===== config.mk =====
export PLATFORM = sky130hd
export DESIGN_NAME = clk_divide_n
export DESIGN_NICKNAME = d
export VERILOG_FILES = /design/src/rtl/clk_div_pkg.sv /design/src/rtl/clk_div_oddext.sv /design/src/rtl/clk_divide_n.sv
export SDC_FILE = /design/constraint.sdc
export NUM_CORES = 1
export LEC_CHECK = 0
export ABC_CLOCK_PERIOD_IN_PS = 5240
export CORE_MARGIN = 8
export CORE_UTILIZATION = 45
export DETAILED_ROUTE_END_ITERATION = 7
export GPL_ROUTABILITY_DRIVEN = 0
export PLACE_DENSITY = 0.74
export SYNTH_ARGS = -nofsm -noshare
export SYNTH_HDL_FRONTEND = slang
export SYNTH_SLANG_ARGS = --single-unit

===== constraint.sdc =====
create_clock -name clk -period 5.24 [get_ports clk]
set_input_delay 0.524 -clock clk [delete_from_list [all_inputs] [get_ports clk]]
set_output_delay 0.524 -clock clk [all_outputs]
set_load 0.01 [all_outputs]

===== src/rtl/clk_div_pkg.sv =====
// clk_div_pkg: shared types and helpers for the clk_divide_n divider.
// Behaviour of clamp_div depends on the optional macro CLKDIV_BYPASS_EN
// (divide-by-1 bypass); without it a requested divisor of 1 becomes 2.
`timescale 1ns/1ps
package clk_div_pkg;

   localparam int DIV_W_DEF = 8;

   typedef enum logic {
      ST_STOP = 1'b0,
      ST_RUN  = 1'b1
   } run_state_e;

   // Legalise a requested divisor: 0 means "reject the load".
   function automatic int unsigned clamp_div(input int unsigned d);
      int unsigned r;
      if (d == 32'd0) begin
         r = 32'd0;
      end else if (d == 32'd1) begin
`ifdef CLKDIV_BYPASS_EN
         r = 32'd1;
`else
         r = 32'd2;
`endif
      end else begin
         r = d;
      end
      return r;
   endfunction

   // Number of full clk cycles p_q stays high: N/2 (even) or (N-1)/2 (odd).
   function automatic int unsigned half_period(input int unsigned n);
      int unsigned h;
      if (n[0] == 1'b1) begin
         h = (n - 32'd1) >> 1;
      end else begin
         h = n >> 1;
      end
      return h;
   endfunction

endpackage


===== src/rtl/clk_div_oddext.sv =====
// clk_div_oddext: negedge half-cycle extension and output stage of the divider.
// All falling-edge logic lives here. With CLKDIV_BYPASS_EN defined a
// negedge-updated bypass flop selects the raw clock for divide-by-1.
`timescale 1ns/1ps
module clk_div_oddext (
   input  logic clk,
   input  logic rst_n,
   input  logic p_i,
   input  logic odd_i,
`ifdef CLKDIV_BYPASS_EN
   input  logic byp_i,
`endif
   output logic clk_o
);

   logic n_d;
   logic n_q;

   // Extension only applies to odd divisors; even divisors keep it cleared.
   always_comb begin
      n_d = 1'b0;
      if (odd_i) begin
         n_d = p_i;
      end else begin
         n_d = 1'b0;
      end
   end

   // Resample the posedge phase half a cycle later.
   always_ff @(negedge clk or negedge rst_n) begin
      if (!rst_n) begin
         n_q <= 1'b0;
      end else begin
         n_q <= n_d;
      end
   end

`ifdef CLKDIV_BYPASS_EN
   logic byp_d;
   logic byp_q;

   // Bypass request is only ever taken while clk is low.
   always_comb begin
      byp_d = byp_i;
   end

   // Switch between raw clock and divided phase on the falling edge.
   always_ff @(negedge clk or negedge rst_n) begin
      if (!rst_n) begin
         byp_q <= 1'b0;
      end else begin
         byp_q <= byp_d;
      end
   end

   // In bypass the divided path is held low, so the OR is glitch-free.
   always_comb begin
      clk_o = (clk & byp_q) | (~byp_q & (p_i | n_q));
   end
`else
   // Divided clock: posedge phase stretched by the negedge copy.
   always_comb begin
      clk_o = p_i | n_q;
   end
`endif

endmodule


===== src/rtl/clk_divide_n.sv =====
// clk_divide_n: programmable 50% duty integer clock divider with enable,
// glitch-free divisor reload at period boundaries and a period-start tick.
// Optional macro CLKDIV_BYPASS_EN enables divide-by-1 (raw clock pass-through).
`timescale 1ns/1ps
module clk_divide_n
   import clk_div_pkg::*;
#(
   parameter int DIV_W    = DIV_W_DEF,
   parameter int DIV_INIT = 3
) (
   input  logic             clk,
   input  logic             rst_n,
   input  logic             en,
   input  logic [DIV_W-1:0] div_i,
   input  logic             div_load,
   output logic             div_busy,
   output logic             clk_o,
   output logic             tick_o
);

   run_state_e       state_q, state_d;
   logic [DIV_W-1:0] cnt_q, cnt_d;
   logic [DIV_W-1:0] div_q, div_d;
   logic [DIV_W-1:0] pend_q, pend_d;
   logic             busy_q, busy_d;
   logic             p_q, p_d;
   logic             tick_q, tick_d;

   logic [DIV_W-1:0] ld_val_s;
   logic             ld_ok_s;
   logic             wrap_s;
   logic [DIV_W-1:0] next_div_s;

   // Next-state: counter, run/stop, divisor application, phase and tick.
   always_comb begin
      state_d    = state_q;
      cnt_d      = cnt_q;
      div_d      = div_q;
      pend_d     = pend_q;
      busy_d     = busy_q;
      p_d        = p_q;
      tick_d     = 1'b0;
      ld_val_s   = DIV_W'(clamp_div(32'(div_i)));
      ld_ok_s    = div_load && (ld_val_s != '0);
      wrap_s     = (cnt_q == (div_q - DIV_W'(1)));
      next_div_s = busy_q ? pend_q : div_q;

      case (state_q)
         ST_STOP: begin
            if (en) begin
               // Start from stopped is a boundary: pending divisor applies.
               state_d = ST_RUN;
               div_d   = next_div_s;
               busy_d  = 1'b0;
               cnt_d   = '0;
               p_d     = (half_period(32'(next_div_s)) != 32'd0);
               tick_d  = 1'b1;
            end else begin
               cnt_d   = '0;
               p_d     = 1'b0;
               tick_d  = 1'b0;
            end
         end
         ST_RUN: begin
            if (wrap_s) begin
               div_d  = next_div_s;
               busy_d = 1'b0;
               cnt_d  = '0;
               if (en) begin
                  state_d = ST_RUN;
                  p_d     = (half_period(32'(next_div_s)) != 32'd0);
                  tick_d  = 1'b1;
               end else begin
                  // Park after a complete period.
                  state_d = ST_STOP;
                  p_d     = 1'b0;
                  tick_d  = 1'b0;
               end
            end else begin
               cnt_d  = cnt_q + DIV_W'(1);
               p_d    = (32'(cnt_q + DIV_W'(1)) < half_period(32'(div_q)));
               tick_d = 1'b0;
            end
         end
         default: begin
            state_d = ST_STOP;
            cnt_d   = '0;
            p_d     = 1'b0;
            tick_d  = 1'b0;
         end
      endcase

      // A load on a boundary edge lands in pending for the following boundary.
      if (ld_ok_s) begin
         pend_d = ld_val_s;
         busy_d = 1'b1;
      end else begin
         pend_d = pend_q;
      end
   end

   // Posedge state registers with asynchronous clear.
   always_ff @(posedge clk or negedge rst_n) begin
      if (!rst_n) begin
         state_q <= ST_STOP;
         cnt_q   <= '0;
         div_q   <= DIV_W'(DIV_INIT);
         pend_q  <= '0;
         busy_q  <= 1'b0;
         p_q     <= 1'b0;
         tick_q  <= 1'b0;
      end else begin
         state_q <= state_d;
         cnt_q   <= cnt_d;
         div_q   <= div_d;
         pend_q  <= pend_d;
         busy_q  <= busy_d;
         p_q     <= p_d;
         tick_q  <= tick_d;
      end
   end

`ifdef CLKDIV_BYPASS_EN
   logic byp_next_s;

   // Bypass is wanted when the upcoming cycle runs with a divisor of 1.
   always_comb begin
      byp_next_s = (state_d == ST_RUN) && (div_d == DIV_W'(1));
   end
`endif

   clk_div_oddext u_oddext (
      .clk   (clk),
      .rst_n (rst_n),
      .p_i   (p_q),
      .odd_i (div_q[0]),
`ifdef CLKDIV_BYPASS_EN
      .byp_i (byp_next_s),
`endif
      .clk_o (clk_o)
   );

   assign div_busy = busy_q;
   assign tick_o   = tick_q;

endmodule


; After elaboration in Yosys (flattened, before gate mapping)
; Cells that the tools add are included.
[classes]
addsub = 5
mul = 0
div_mod_pow = 0
order_cmp = 1
eq_ne = 6
n_shift = 0
muxes = 30
bitwise = 2
n_reduce_logical = 7
[ops]
columns = cell, n
row1 = 32-bit two-way mux, 6
row2 = 32-bit nonzero test, 2
row3 = 31-bit two-way mux, 2
row4 = 8-bit two-way mux, 6
row5 = 9-bit by 32-bit less-than comparator with 1-bit output, 1
row6 = 8-bit one-hot mux with 2 select lines, 2
row7 = 8-bit by 1-bit subtractor with 9-bit output (second input constant), 2
row8 = 1-bit two-way mux, 10
row9 = 8-bit by 1-bit adder with 9-bit output (second input constant), 1
row10 = 8-bit by 1-bit adder with 8-bit output (second input constant), 1
row11 = 8-bit by 1-bit equality test with 1-bit output (second input constant), 1
row12 = 8-bit equality test, 1
row13 = 8-bit zero test, 1
row14 = 1-bit one-hot mux with 2 select lines, 4
row15 = 8-bit nonzero test, 1
row16 = 8-bit by 1-bit subtractor with 8-bit output (second input constant), 1
row17 = 2-bit AND reduction, 2
row18 = 3-bit by 1-bit != test with 1-bit output (second input constant), 1
row19 = 3-bit != test (second input constant), 1
row20 = 2-bit by 1-bit != test with 1-bit output (second input constant), 1
row21 = 2-bit != test (second input constant), 1
row22 = 1-bit logical AND, 1
row23 = 1-bit inverter, 1
row24 = 1-bit bitwise OR, 1
[totals]
reg_bits = 29
latch_bits = 0
mem_bits_rw = 0
rom_bits = 0
input_bits = 12
out_inout_bits = 3
wordCells = 59
memories = 0

; Longest topological paths before layout
; Gate-level depths: netlist of the first run.
[logic_depth]
depth_word = 10
mapped_depth = 13
depth_no_buf = 11

; By module
; From an unflattened synthesis of the first run, not the netlist that was laid out.
[hier_totals]
cells_unflattened = 188
area_unflattened_um2 = 1796.7
[by_module_without_submodules]
columns = module, n_inst, cells_per_inst, area_per_inst_um2, seq_area_each_um2
row1 = clk_divide_n, 1, 185, 1759.2, 703.2
row2 = clk_div_oddext, 1, 3, 37.5, 25.0

==> results.toml, run 1 <==
[status]
status = "finished, final reports clean"

[setup_path]
crit_path_start_kind = "flop"
worstSetupPathType = "reg2out"
rr_endpoint = "u_oddext.n_q$_DFF_NN0_"
critical_path.max_fanout = 1
crit_required_ps = 4720
ff2ff_path_depth = 1
crit_path_end_kind = "output pin"
rrSetupSlack_ps = 1880
worstReg2RegStart = "div_q[0]$_DFFE_PN1P_"
arrival_ps = 3970

[worst_hold_path]
min_to = "pend_q[0]$_DFFE_PN0P_"
whs_path_depth = 2
hold_class = "reg2reg"
min_from = "pend_q[0]$_DFFE_PN0P_"

[cts]
insertion_delay_ps = 280
cts_buffer_depth = 2
clockRootBuffer = "clkbuf_8"
ctsResizeCount = 0
cts_hold_buf = 0
cts_setup_buffers = 0
cts_tree = "yes"
htreeDepth = 2
cts.sinks = 29
clk_pin_slew_ps = 60
cts_buffers = 5

[floorplanning]
core_um2 = 3716
die_y_um = 78.44
start_util_pct = 47.21
io_pins = 15
rows = 22
die_x_um = 78.44
dieArea_um2 = 6152

[yosys]
yosys-top-cells-area = "dfrtp_1 37%, ha_1 7.8%, mux2_2 6.4%"
ys_types = 44
ys_seq_area_share_pct = 41.51
synth_top_area_cell = "dfrtp_1"
synthDominantCellAreaShare_pct = 37.09
yosys_warnings = 0
synthFlopType = "dfrtp_1"
synthCells = 175
syn_avg_cell_area_um2 = 10.02
synth_edf_count = 0
synth_nets = 198
synth.ff_latch_count = 29
syn-cell-area_um2 = 1754
async_reset_ff_share_pct = 100.0

[final_layout]
design_area_um2 = 2047
drive_above_1_share_pct = 15.03
fillCellCount = 330
nets = 215
area_growth_pct = 16.69
antenna_cells = 0

[placement]
dp_hpwl_um = 2634
placed_cell_area_um2 = 1927
io_buffers = 14

[detailed_routing]
dr.pass1.iters = 4
dr_total_vias = 1299
drt_iter0_drc = 63
drcViolationCount = 0
ant_nets = 0
totalWireLength_um = 3444
viasPerCell = 5.390
routedWlPerCell_um = 14.29

[job]
max_cap_violations = 0

[global_route]
grtUsageTotal_pct = 12.41
antenna_found_initial = 0
grt_start_max_net_pins = 30
grt-ovfl-total = 0
grt_pass1_wl_um = 6216
grt_pass1_vias = 1397

[timing]
setup_violations = 0
relSlewSlack_pct = 58.88
tightest_slew_ps = 613.1
grt_setup_unrepaired = "no"
tns_ps = 0
slew_violations = 0
hold_violations = 0
clock_skew_ps = 9.745

[power_and_ir_drop]
cellPowerDensity_nw_per_um2 = 242.5
power.leakage_uw = 0.0009110
ir_drop_uv = 204.4
[report_power, final]
part           internal (µW)  total, µW  switching (µW)
registers                230        235            5.03
clock network            154        237            82.3
logic                   13.0       24.8            11.8
total                    397        496            99.2
[final cells by class]
class	instances	area (µm²)	share of cell area, %
Tap cell	48	60.06	2.934
Inverter	8	30.03	1.467
Sequential cell	29	728.2	35.57
Multi-Input combinational cell	132	953.4	46.58
Clock inverter	2	37.54	1.834
Clock buffer	6	82.58	4.034
Timing Repair Buffer	16	155.1	7.579
[registers in the layout, summed over array words and instances, names as in the netlist]
signal        cells
cnt_q             8
p_q               1
state_q           1
div_busy          1
tick_o            1
pend_q            8
div_q             8
u_oddext.n_q      1
[worst max path at each step]
stage,endpoint,start,depth (start not counted),slack (ps)
6_report,clk_o,u_oddext.n_q$_DFF_NN0_,2,740
5_1_grt,clk_o,u_oddext.n_q$_DFF_NN0_,2,710
4_1_cts,clk_o,u_oddext.n_q$_DFF_NN0_,2,730
3_5_place_dp,clk_o,u_oddext.n_q$_DFF_NN0_,2,1030
3_3_place_gp,clk_o,u_oddext.n_q$_DFF_NN0_,2,1040
2_1_floorplan,clk_o,u_oddext.n_q$_DFF_NN0_,1,1490
[worst max-delay path, stage by stage (launching register included)]
cell and delay, ps:
dfrtn_1 310, or2_2 280, clkdlybuf4s50_1 480
[routing by layer]
| metal | wire (µm) | vias up | track usage [%] |
|---|---|---|---|
| li1 | - | 647 | - |
| met4 | 30 | 0 | 4.630 |
| met1 | 1509 | 617 | 13.76 |
| met2 | 1730 | 31 | 21.62 |
| met3 | 174 | 4 | 3.986 |
| met5 | 0 | - | 0 |
[cell usage after synthesis (all sizes together) (4+ instances only)]
library cell  instances
nor2                 14
nor3                  4
xnor2                 8
mux2                 10
nand2                22
xor2                  9
inv                   8
nor2b                 6
and2                  4
dfrtp                26
buf                   5
nand3                 7
ha                   11
[kinds of logic after synthesis]
| group | Yosys count | share of synthesized area [%] |
|---|---|---|
| AO/OA/AOI/OAI | 24 | 11.70 |
| flip-flops | 29 | 41.51 |
| multiplexers | 11 | 6.990 |
| XOR/XNOR | 17 | 8.488 |
| AND/OR/NAND/NOR | 69 | 19.33 |
| adder cells (fa/ha/maj) | 11 | 7.846 |
| buffers and inverters | 14 | 4.136 |
[per-stage QoR]
stage | power [µW] | hold slack, ps | setup slack, ps | utilization (%) | std cells
floorplan | 246.6 | 228.4 | 1486 | - | 175
global placement | 262.8 | 465.6 | 1036 | 51.85 | 233
detailed placement | 264.6 | 472.2 | 1032 | 51.85 | 233
CTS | 502.2 | 488.8 | 729.5 | 55.08 | 241
global route | 516.2 | 526.2 | 708.3 | 55.08 | 241
finish | 496.5 | 492.1 | 743.1 | 55.08 | 241
[cells in the final DEF (no fill, tap or decap), types with 3 or more instances in the layout]
cell              n
ha_1             11
nor3_1            4
nand3_1           7
nor2b_1           6
and2_1            4
clkbuf_8          6
nor2_1           14
a21oi_1           3
nand2_1          22
dfrtp_1          26
nor4_1            3
mux2_2           10
o211ai_1          3
xnor2_1           8
xor2_1            9
inv_1             8
clkdlybuf4s50_1  14
No activity file was read; power rests on OpenSTA's default activity.
==> run 2, diff against run 1 <==
--- a/config.mk
+++ b/config.mk
@@ -11,6 +11,7 @@
 export DETAILED_ROUTE_END_ITERATION = 7
 export GPL_ROUTABILITY_DRIVEN = 0
 export PLACE_DENSITY = 0.74
+export SLEW_MARGIN = 20
 export SYNTH_ARGS = -nofsm -noshare
 export SYNTH_HDL_FRONTEND = slang
 export SYNTH_SLANG_ARGS = --single-unit
==> results of run 2 <==
No change in the layout: final DEF, timing and power equal those of run 1.
